[src/rtl/fifo_pkg.sv]
`default_nettype none
// ============================================================================
// Module   : fifo_pkg
// Brief    : Shared types, width helper and reset constants for the FIFO
//            pointer controller and its wrap counters.
// Revision : 1.0 - initial release
// ============================================================================
package fifo_pkg;

  // Address width for a given depth; never narrower than one bit.
  function automatic int ptr_w(input int depth);
    return (depth <= 2) ? 1 : $clog2(depth);
  endfunction

  // The four registered status flags, kept together so they reset as a unit.
  typedef struct packed {
    logic full;
    logic empty;
    logic almost_full;
    logic almost_empty;
  } fifo_status_t;

  // Status after reset or clear: empty FIFO, so only the "empty" flags are up.
  localparam fifo_status_t c_status_rst = '{
    full:         1'b0,
    empty:        1'b1,
    almost_full:  1'b0,
    almost_empty: 1'b1
  };

  // Sticky error flags start low.
  localparam logic c_err_rst = 1'b0;

endpackage
`default_nettype wire

[src/rtl/wrap_counter.sv]
`default_nettype none
// ============================================================================
// Module   : wrap_counter
// Brief    : Modulo-Depth pointer (0..Depth-1) with a lap bit that toggles
//            on every wrap. Depth need not be a power of two.
// Revision : 1.0 - initial release
// ============================================================================
module wrap_counter
  import fifo_pkg::*;
#(
  parameter int Depth = 8
) (
  input  logic                       clk_i,
  input  logic                       rst_i,
  input  logic                       inc_i,
  input  logic                       clr_i,
  output logic [ptr_w(Depth)-1:0]    count_o,
  output logic                       lap_o
);

  localparam int              CntW   = ptr_w(Depth);
  localparam logic [CntW-1:0] c_last = CntW'(Depth - 1);

  logic [CntW-1:0] r_count;
  logic            r_lap;

  // Advance on increment; at the last slot return to 0 and flip the lap bit.
  always_ff @(posedge clk_i) begin
    if (rst_i || clr_i) begin
      r_count <= '0;
      r_lap   <= 1'b0;
    end else if (inc_i) begin
      if (r_count == c_last) begin
        r_count <= '0;
        r_lap   <= ~r_lap;
      end else begin
        r_count <= r_count + CntW'(1);
      end
    end
  end

  assign count_o = r_count;
  assign lap_o   = r_lap;

endmodule
`default_nettype wire

[src/rtl/fifo_ptr_ctrl.sv]
`default_nettype none
// ============================================================================
// Module   : fifo_ptr_ctrl
// Brief    : Single-clock FIFO pointer controller for an external dual-port
//            RAM. Owns write/read pointers (any Depth >= 2, lap-bit wrap),
//            occupancy level and registered full/empty/almost flags.
//            Optional sticky overflow/underflow flags are built when the
//            macro FIFO_PTR_ERR_EN is defined.
// Revision : 1.0 - initial release
// ============================================================================
module fifo_ptr_ctrl
  import fifo_pkg::*;
#(
  parameter  int Depth        = 8,
  parameter  int AfullThresh  = Depth - 2,
  parameter  int AemptyThresh = 2,
  localparam int AddrW        = ptr_w(Depth)
) (
  input  logic             clk_i,
  input  logic             rst_i,
  input  logic             clear_i,
  input  logic             wr_req_i,
  input  logic             rd_req_i,
  output logic             wr_en_o,
  output logic             rd_en_o,
  output logic [AddrW-1:0] wr_addr_o,
  output logic [AddrW-1:0] rd_addr_o,
  output logic [AddrW:0]   level_o,
  output logic             full_o,
  output logic             empty_o,
  output logic             almost_full_o,
  output logic             almost_empty_o
`ifdef FIFO_PTR_ERR_EN
  ,
  output logic             overflow_o,
  output logic             underflow_o
`endif
);

  localparam int              LvlW     = AddrW + 1;
  localparam logic [LvlW-1:0] c_depth  = LvlW'(Depth);
  localparam logic [LvlW-1:0] c_afull  = LvlW'(AfullThresh);
  localparam logic [LvlW-1:0] c_aempty = LvlW'(AemptyThresh);

  // Reject illegal configurations at elaboration time.
  generate
    if ((Depth < 2) || (AemptyThresh < 0) || (AemptyThresh >= AfullThresh) ||
        (AfullThresh > Depth)) begin : g_bad_params
      $error("fifo_ptr_ctrl: need Depth>=2 and 0<=AemptyThresh<AfullThresh<=Depth");
    end
  endgenerate

  logic [AddrW-1:0] w_wr_ptr;
  logic [AddrW-1:0] w_rd_ptr;
  logic             w_wr_lap;
  logic             w_rd_lap;
  logic             w_wr_en;
  logic             w_rd_en;
  logic [LvlW-1:0]  w_level;
  logic [LvlW-1:0]  w_level_nxt;
  fifo_status_t     r_status;
  fifo_status_t     w_status_nxt;

  // Acceptance uses the registered flags; reset and clear discard requests.
  assign w_wr_en = wr_req_i & ~r_status.full  & ~clear_i & ~rst_i;
  assign w_rd_en = rd_req_i & ~r_status.empty & ~clear_i & ~rst_i;

  wrap_counter #(
    .Depth (Depth)
  ) u_wr_ptr (
    .clk_i   (clk_i),
    .rst_i   (rst_i),
    .inc_i   (w_wr_en),
    .clr_i   (clear_i),
    .count_o (w_wr_ptr),
    .lap_o   (w_wr_lap)
  );

  wrap_counter #(
    .Depth (Depth)
  ) u_rd_ptr (
    .clk_i   (clk_i),
    .rst_i   (rst_i),
    .inc_i   (w_rd_en),
    .clr_i   (clear_i),
    .count_o (w_rd_ptr),
    .lap_o   (w_rd_lap)
  );

  // Occupancy is the lap-corrected pointer distance, so the level can never
  // drift from the pointers. Modular LvlW arithmetic keeps Depth+wr-rd exact.
  always_comb begin
    w_level = {1'b0, w_wr_ptr} - {1'b0, w_rd_ptr};
    if (w_wr_lap != w_rd_lap) begin
      w_level = c_depth + {1'b0, w_wr_ptr} - {1'b0, w_rd_ptr};
    end
  end

  // Next-state level: +1 write only, -1 read only, hold otherwise.
  always_comb begin
    w_level_nxt = w_level;
    if (w_wr_en && !w_rd_en) begin
      w_level_nxt = w_level + LvlW'(1);
    end else if (!w_wr_en && w_rd_en) begin
      w_level_nxt = w_level - LvlW'(1);
    end
  end

  // Flags are decoded from the next-state level so they register in step
  // with the pointers.
  always_comb begin
    w_status_nxt              = c_status_rst;
    w_status_nxt.full         = (w_level_nxt == c_depth);
    w_status_nxt.empty        = (w_level_nxt == '0);
    w_status_nxt.almost_full  = (w_level_nxt >= c_afull);
    w_status_nxt.almost_empty = (w_level_nxt <= c_aempty);
  end

  // Status register; reset and clear both return to the empty state.
  always_ff @(posedge clk_i) begin
    if (rst_i || clear_i) begin
      r_status <= c_status_rst;
    end else begin
      r_status <= w_status_nxt;
    end
  end

`ifdef FIFO_PTR_ERR_EN
  logic r_overflow;
  logic r_underflow;

  // Sticky error capture of refused requests; cleared only by reset or clear.
  always_ff @(posedge clk_i) begin
    if (rst_i || clear_i) begin
      r_overflow  <= c_err_rst;
      r_underflow <= c_err_rst;
    end else begin
      if (wr_req_i && r_status.full) begin
        r_overflow <= 1'b1;
      end
      if (rd_req_i && r_status.empty) begin
        r_underflow <= 1'b1;
      end
    end
  end

  assign overflow_o  = r_overflow;
  assign underflow_o = r_underflow;
`endif

  assign wr_en_o        = w_wr_en;
  assign rd_en_o        = w_rd_en;
  assign wr_addr_o      = w_wr_ptr;
  assign rd_addr_o      = w_rd_ptr;
  assign level_o        = w_level;
  assign full_o         = r_status.full;
  assign empty_o        = r_status.empty;
  assign almost_full_o  = r_status.almost_full;
  assign almost_empty_o = r_status.almost_empty;

endmodule
`default_nettype wire

[config.mk]
export PLATFORM = sky130hd
export DESIGN_NAME = fifo_ptr_ctrl
export DESIGN_NICKNAME = d
export VERILOG_FILES = /design/src/rtl/fifo_pkg.sv /design/src/rtl/wrap_counter.sv /design/src/rtl/fifo_ptr_ctrl.sv
export SDC_FILE = /design/constraint.sdc
export NUM_CORES = 1
export LEC_CHECK = 0
export ABC_AREA = 1
export BUFFER_PORTS_ARGS = -buffer_cell sky130_fd_sc_hd__clkbuf_2
export CAP_MARGIN = 40
export CORE_MARGIN = 1
export CORE_UTILIZATION = 40
export CTS_CLUSTER_DIAMETER = 120
export DETAILED_ROUTE_END_ITERATION = 6
export GPL_TIMING_DRIVEN = 1
export RECOVER_POWER = 100
export SLEW_MARGIN = 30
export SYNTH_ARGS = -nofsm -noshare
export SYNTH_HDL_FRONTEND = slang
export SYNTH_SLANG_ARGS = --single-unit
[constraint.sdc]
create_clock -name clk_i -period 3.85 [get_ports clk_i]
set_clock_uncertainty 0.1 [all_clocks]
set_input_delay 0.385 -clock clk_i [delete_from_list [all_inputs] [get_ports clk_i]]
set_output_delay 0.385 -clock clk_i [all_outputs]
set_load 0.05 [all_outputs]
==> flow_summary.json, run 1 <==
{
  "cts-htree-levels": 1,
  "cap_violations": 0,
  "cts_tree": "built",
  "top_layer_used": "met4",
  "die_width_um": 48.8,
  "ys_ff_latch": 12,
  "antenna_found_initial": 0,
  "drcViolationCount": 0,
  "tightest_slew_ns": 0.891,
  "outcome": "completed",
  "max_freq_mhz": 375,
  "drt_first_pass_iters": 6,
  "cts_setup_buffers": 0,
  "fin_area_sq_um": 982,
  "drv_slew": 0,
  "cts_buffers": 3,
  "syn_area_per_cell_sq_um": 7.05,
  "hold_violations": 0,
  "cp_max_fo": 12,
  "coreArea_sq_um": 2000,
  "initial_utilization_pct": 43.7,
  "drive_gt1_share_pct": 11.0,
  "fill_cells": 233,
  "whs_path_depth": 3,
  "min_path_type": "in -> reg",
  "met2WireLength_um": 838,
  "cts-root-buf": "clkbuf_4",
  "synth_cells": 124,
  "dr.first_iter.drc_count": 22,
  "fin_tns_setup_ns": 0,
  "gr-total-overflow": 0,
  "finalNetCount": 163,
  "place_area_sq_um": 997,
  "die-area_sq_um": 2380,
  "leakage_nw": 0.510,
  "cp.arrival_ns": 2.18,
  "required_ns": 3.37,
  "ys_warn_count": 0,
  "grt_max_degree": 13,
  "peakVddDrop_v": 0.000137,
  "hpwlAfterDp_um": 1550,
  "synth-seq-area-share_pct": 27.5,
  "finalCritPeriodShare_pct": 69.3,
  "ios": 21,
  "comb_power_share_pct": 33.7,
  "clockBufferDepth": 2,
  "grtUsageTotal_pct": 17.5,
  "post_drt_wl_per_cell_um": 10.6,
  "core.rowCount": 16,
  "dr_wl_met3_um": 77,
  "synth_cell_types": 20,
  "critPathLaunchType": "primary input",
  "powerDensity_nw_per_um2": 320,
  "p_sw_share_pct": 39.3,
  "postCtsHoldBufs": 0,
  "whs_ns": 0.416,
  "cts_resized": 0,
  "fp.dieH_um": 48.8,
  "syn_to_final_growth_pct": 12.3,
  "syn_area_sq_um": 875,
  "ant_nets": 0,
  "crit_type": "in -> out",
  "m1WireLength_um": 897,
  "clkLatencyLatePin_ns": 0.26,
  "grt_pass1_wl_um": 3260,
  "setup_viol": 0,
  "viasPerCell": 4.72,
  "fin_crit_ns": 2.67,
  "fin_util_pct": 49.1,
  "antenna_cells": 0,
  "clock_power_share_pct": 23.9,
  "gp_congestion": 0.907,
  "end_kind": "primary output",
  "synthesis.nets": 139,
  "dr_total_vias": 817,
  "power.internal_w": 0.000191,
  "seqPwrFrac_pct": 42.4,
  "slew_headroom_pct": 40.4,
  "io_buffers": 20,
  "grt_pass1_vias": 757,
  "r2r_cells": 12,
  "clk_pin_slew_ns": 0.07,
  "switchingPower_w": 0.000124,
  "wirelength_um": 1830,
  "cts_sinks": 12,
  "rsz0062_at_grt": "no",
  "totalPowerFinal_w": 0.000315
}
worst max-delay path, cell delays in order:
cell      delay, ns
clkbuf_2       0.08
nor2_1         0.68
inv_1          0.33
nor2_2         0.22
clkbuf_1       0.48
cell families after synthesis:
kind of cell / after synthesis / synth area share, %
adders and majority gates: 10 / 15.2
and+or+nand+nor: 65 / 36.3
xor gates and xnor gates: 4 / 4.01
DFF: 12 / 27.5
buffers and inverters: 23 / 10.7
AOI/OAI and AO/OA: 10 / 6.29
registers in the layout, summed over array words and instances, names as in the netlist:
register,cells
u_wr_ptr.count_o,3
full_o,1
almost_empty_o,1
u_rd_ptr.lap_o,1
almost_full_o,1
empty_o,1
u_rd_ptr.count_o,3
u_wr_ptr.lap_o,1
stage by stage:
step / setup slack [ns] / instances
after CTS: 1.54 / 173
final: 1.18 / 173
after detailed placement: 1.65 / 170
after global placement: 1.73 / 170
after global routing: 1.02 / 173
after floorplan: 1.06 / 124
cells in the final DEF (no fill, tap or decap), drive strengths merged:
cell / instances
nand2: 35
fa: 1
inv: 21
o21ai: 4
nand3: 17
o31ai: 2
clkinv: 1
dfxtp: 12
clkbuf: 23
nor2: 13
ha: 9
xor2: 2
xnor2: 2
a21oi: 4
layer usage:
metal	track usage, %	vias up
met3	1.89	2
li1	-	433
met4	6.86	0
met1	23.9	363
met5	0	-
met2	28.0	19
worst paths after layout:
path                        from  slack, ns                  end
max                        rst_i       1.18              wr_en_o
min                      clear_i       0.42              empty_o
max reg2reg  u_wr_ptr.count_o[0]       1.58               full_o
min reg2reg  u_rd_ptr.count_o[2]       0.43  u_rd_ptr.count_o[2]
power groups by stage:
stage	clock network [W]	logic (W)	registers, W
floorplan	0	0.0000730	0.000155
global placement	0	0.000112	0.000136
detailed placement	0	0.000114	0.000136
CTS	0.0000790	0.000114	0.000134
global route	0.0000849	0.000117	0.000134
finish	0.0000751	0.000106	0.000133
Yosys cell counts:
| master | number | share of area (%) |
|---|---|---|
| xor2_1 | 2 | 2.0 |
| buf_6 | 1 | 1.3 |
| nand2_1 | 33 | 14 |
| nor2_2 | 3 | 2.1 |
| xnor2_1 | 2 | 2.0 |
| clkinv_1 | 1 | 0.43 |
| dfxtp_1 | 12 | 27 |
| fa_1 | 1 | 2.3 |
| nand3_4 | 1 | 2.0 |
| nor2_4 | 3 | 3.9 |
| nor2_1 | 7 | 3.0 |
| o21ai_0 | 4 | 2.3 |
| ha_1 | 9 | 13 |
| nand3_1 | 15 | 8.6 |
| inv_1 | 18 | 7.7 |
| a21oi_1 | 4 | 2.3 |
| inv_2 | 3 | 1.3 |
| nand3_2 | 1 | 1.1 |
| o31ai_1 | 2 | 1.7 |
| nand2_2 | 2 | 1.4 |
layout make-up:
cell class	count	area [sq um]	area share, %
Multi-Input combinational cell	89	523	53.2
Sequential cell	12	240	24.5
Inverter	22	82.6	8.41
Timing Repair Buffer	20	80.1	8.15
Tap cell	27	33.8	3.44
Clock buffer	3	22.5	2.29
No activity file was read; power rests on OpenSTA's default activity.
==> run 2: changes to the inputs <==
Clock period 3.85 ns to 2.4 ns, I/O delays scaled along.
==> flow_summary.json, run 2 (synthesized netlist as in run 1, its figures left out) <==
{
  "outcome": "completed",
  "cts-root-buf": "clkbuf_4",
  "fin_area_sq_um": 1010,
  "whs_ns": 0.128,
  "hold_violations": 0,
  "gr-total-overflow": 0,
  "slowest_stage": "fa_2",
  "critPathLaunchType": "flop",
  "finalNetCount": 163,
  "final_common_cell": "nand2_1",
  "antenna_cells": 0,
  "mostFrequentLayoutCells": "34 x nand2_1, 18 x inv_1, 15 x nand3_1",
  "tightest_slew_ns": 0.601,
  "r2r_cells": 11,
  "clkLatencyLatePin_ns": 0.28,
  "grt_pass1_wl_um": 3150,
  "leakage_nw": 0.524,
  "end_kind": "flop",
  "totalPowerFinal_w": 0.000528,
  "postCtsHoldBufs": 0,
  "multi_input_area_sq_um": 538,
  "peakVddDrop_v": 0.000347,
  "cts_tree": "built",
  "drcViolationCount": 0,
  "drv_slew": 0,
  "setup_viol": 0,
  "cts_setup_buffers": 0,
  "gp_congestion": 0.871,
  "crit_family": "adder cells",
  "drive_gt1_share_pct": 16.3,
  "ant_nets": 0,
  "critical_path.cell_chain": "ha_1 -> inv_1 -> fa_2 -> ha_1 -> inv_1 -> nand2_1 -> nand2_1 -> nand2_2 -> nor2_4 -> nand3_1 -> nor2_1",
  "cts_resized": 0,
  "place_area_sq_um": 1010,
  "coreArea_sq_um": 2000,
  "cp_max_fo": 5,
  "grt_max_degree": 13,
  "core.rowCount": 16,
  "whs_path_depth": 3,
  "die_width_um": 48.8,
  "grtUsageTotal_pct": 17.0,
  "required_ns": 2.52,
  "cp.depth": 11,
  "cts_buffers": 3,
  "ios": 21,
  "fin_tns_setup_ns": 0,
  "clockBufferDepth": 2,
  "grt_pass1_vias": 722,
  "syn_to_final_growth_pct": 15.5,
  "die-area_sq_um": 2380,
  "min_path_type": "in -> reg",
  "slowest_delay_ns": 0.59,
  "initial_utilization_pct": 43.7,
  "drt_first_pass_iters": 4,
  "placedCellCount": 170,
  "cap_violations": 0,
  "fp.dieH_um": 48.8,
  "crit_type": "reg -> reg",
  "antenna_found_initial": 0,
  "powerDensity_nw_per_um2": 523,
  "max_freq_mhz": 451,
  "slew_headroom_pct": 60.1,
  "viasPerCell": 4.66,
  "wirelength_um": 1800,
  "cts-htree-levels": 1,
  "fill_cells": 239,
  "rsz0062_at_grt": "no",
  "finalCritPeriodShare_pct": 92.4,
  "clk_pin_slew_ns": 0.08,
  "final_cells": 174,
  "dr_total_vias": 810,
  "cp.arrival_ns": 2.34,
  "cp_num_buf_inv": 2,
  "cts_sinks": 12,
  "hpwlAfterDp_um": 1530,
  "seq_area_sq_um": 245,
  "io_buffers": 20,
  "post_drt_wl_per_cell_um": 10.3,
  "dr.first_iter.drc_count": 6,
  "fin_crit_ns": 2.22
}
[run 2: cell count changes in the layout (fill, tap and decap cells not counted), moves of 2 or more]
| cell | change |
|---|---|
| clkbuf_2 | +3 |
| clkbuf_1 | -2 |
| dfxtp_1 | -2 |
| nor2_4 | +2 |
[run 2: metal layers]
metal | track usage, % | share of wire, %
met5 | 0 | 0
met4 | 5.88 | 1.1
met3 | 2.20 | 3.9
met2 | 27.5 | 44
met1 | 23.0 | 51
[run 2: final cells by class]
type                    count  area share (%)
repair buffers             20            8.30
clock buffers               4            2.60
inverters                  22            8.18
well taps                  27            3.35
flip-flops and latches     12            24.3
multi-input cells          89            53.3
[run 2: power breakdown]
part	total, W	switching (W)	internal, W
Sequential	0.000213	0.00000632	0.000207
Combinational	0.000179	0.000133	0.0000459
Clock	0.000136	0.0000710	0.0000645
Total	0.000528	0.000210	0.000318
[run 2: metrics by stage]
stage	worst slack [ns]	utilization, %
after detailed placement	0.227	50.4
after global routing	0.0516	50.4
after floorplan	0.0466	-
after CTS	0.210	51.7
after global placement	0.289	50.4
final	0.183	50.4
[run 2: worst reg2reg max path: cells and delay by family (launching register included)]
kind	cells	cell delay, ns
fa+ha+maj	3	1.04
flops	1	0.44
simple gates	6	0.48
buf+inv	2	0.12
[run 2: path summary, 6_finish.rpt]
check	startpoint	end	slack, ns
hold / removal	clear_i	almost_empty_o	0.13
setup reg to reg	u_rd_ptr.count_o[0]	full_o	0.18
setup / recovery	u_rd_ptr.count_o[0]	full_o	0.18
hold reg to reg	u_rd_ptr.count_o[2]	u_rd_ptr.count_o[2]	0.41
==> run 3: changes to the inputs <==
Settings changed: CORE_UTILIZATION 40 to 41, PLACE_DENSITY set to 0.66.
==> flow_summary.json, run 3 (synthesized netlist as in run 1, its figures left out) <==
{
  "power.internal_w": 0.000317,
  "mostFrequentLayoutCells": "33 x nand2_1, 18 x inv_1, 15 x nand3_1",
  "cts_buffers": 3,
  "crit_top_cell": "inv_1",
  "cts-htree-levels": 1,
  "min_path_type": "in -> reg",
  "required_ns": 2.51,
  "whs_ns": 0.143,
  "fp.dieH_um": 48.2,
  "cts_setup_buffers": 0,
  "ant_nets": 0,
  "postCtsHoldBufs": 0,
  "clk_pin_slew_ns": 0.07,
  "clock_power_share_pct": 24.8,
  "cp_max_fo": 5,
  "fin_tns_setup_ns": 0,
  "cp.arrival_ns": 2.29,
  "syn_to_final_growth_pct": 16.3,
  "p_sw_share_pct": 39.1,
  "critPathLaunchType": "flop",
  "antenna_cells": 0,
  "gr-total-overflow": 0,
  "switchingPower_w": 0.000204,
  "grt_max_degree": 13,
  "final_cells": 174,
  "fin_crit_ns": 2.18,
  "gp_congestion": 0.899,
  "final_common_cell": "nand2_1",
  "cts_tree": "built",
  "die-area_sq_um": 2320,
  "fin_area_sq_um": 1020,
  "end_kind": "flop",
  "tightest_slew_ns": 0.603,
  "slowest_delay_ns": 0.49,
  "core.rowCount": 16,
  "drcViolationCount": 0,
  "seqPwrFrac_pct": 40.9,
  "viasPerCell": 4.78,
  "initial_utilization_pct": 44.1,
  "post_drt_wl_per_cell_um": 10.2,
  "finalCritPeriodShare_pct": 91.0,
  "placedCellCount": 170,
  "coreArea_sq_um": 1980,
  "finalNetCount": 163,
  "clockBufferDepth": 2,
  "drive_gt1_share_pct": 18.4,
  "slowest_stage": "fa_2",
  "outcome": "completed",
  "ios": 21,
  "peakVddDrop_v": 0.000352,
  "grt_pass1_vias": 683,
  "powerDensity_nw_per_um2": 512,
  "crit_type": "reg -> reg",
  "grt_pass1_wl_um": 2900,
  "cts-root-buf": "clkbuf_4",
  "cts_sinks": 12,
  "dr_total_vias": 831,
  "setup_viol": 0,
  "hpwlAfterDp_um": 1470,
  "fin_util_pct": 51.3,
  "hold_violations": 0,
  "slew_headroom_pct": 60.0,
  "die_width_um": 48.2,
  "rsz0062_at_grt": "no",
  "place_area_sq_um": 1010,
  "cts_resized": 0,
  "critical_path.cell_chain": "inv_1 -> ha_1 -> inv_1 -> fa_2 -> ha_1 -> inv_1 -> nand2_1 -> nand2_1 -> nand2_2 -> nor2_4 -> nand3_1 -> nor2_1",
  "clkLatencyLatePin_ns": 0.27,
  "drv_slew": 0,
  "leakage_nw": 0.528,
  "wirelength_um": 1780,
  "io_buffers": 20,
  "comb_power_share_pct": 34.4,
  "drt_first_pass_iters": 4,
  "grtUsageTotal_pct": 18.2,
  "fill_cells": 224,
  "antenna_found_initial": 0,
  "max_freq_mhz": 458,
  "dr.first_iter.drc_count": 14,
  "cap_violations": 0
}
run 3: cell types whose count changed in the layout (fill, tap and decap cells not counted):
cell and delta:
clkbuf_1 -1, clkbuf_2 +1, dfxtp_1 -1, dfxtp_4 +1, nand2_1 -1, nand2_2 +1
run 3: routing by layer:
layer | routed length, um | global-route usage (%) | vias up
li1 | - | - | 438
met4 | 23 | 6.67 | 0
met5 | 0 | 0 | -
met3 | 82 | 2.22 | 4
met2 | 808 | 27.7 | 21
met1 | 863 | 26.3 | 368
run 3: stage by stage:
stage          setup WS (ns)  power [W]
2_1_floorplan         0.0466   0.000365
3_3_place_gp           0.286   0.000397
3_5_place_dp           0.232   0.000400
4_1_cts                0.203   0.000530
5_1_grt               0.0323   0.000558
6_report               0.216   0.000521
run 3: power groups by stage:
stage / Combinational (W) / Clock (W) / Sequential, W
after floorplan: 0.000118 / 0 / 0.000247
after global placement: 0.000179 / 0 / 0.000218
after CTS: 0.000183 / 0.000134 / 0.000213
final: 0.000179 / 0.000129 / 0.000213
after detailed placement: 0.000182 / 0 / 0.000218
after global routing: 0.000197 / 0.000146 / 0.000214
run 3: worst paths after layout:
| path | endpoint | start | slack (ns) | cells after the start |
|---|---|---|---|---|
| worst max-delay path | full_o | u_wr_ptr.count_o[0] | 0.22 | 12 |
| worst min-delay path | almost_empty_o | clear_i | 0.14 | 3 |
| worst max register to register | full_o | u_wr_ptr.count_o[0] | 0.22 | 12 |
| worst min register to register | u_rd_ptr.count_o[0] | u_rd_ptr.count_o[0] | 0.38 | 1 |
run 3: layout make-up:
type / count / area (sq um) / share of cell area (%)
inverter: 22 / 82.6 / 8.12
tap: 27 / 33.8 / 3.32
timing repair buffer: 20 / 85.1 / 8.36
multi-input combinational: 89 / 541 / 53.1
sequential: 12 / 249 / 24.5
clock buffer: 4 / 26.3 / 2.58
run 3: worst max-delay path, delay by kind of cell (launching register included):
kind                       cells  cell delay, ns
adders and majority gates      3            0.99
buffers and inverters          3            0.21
DFF                            1            0.35
and+or+nand+nor                6            0.47
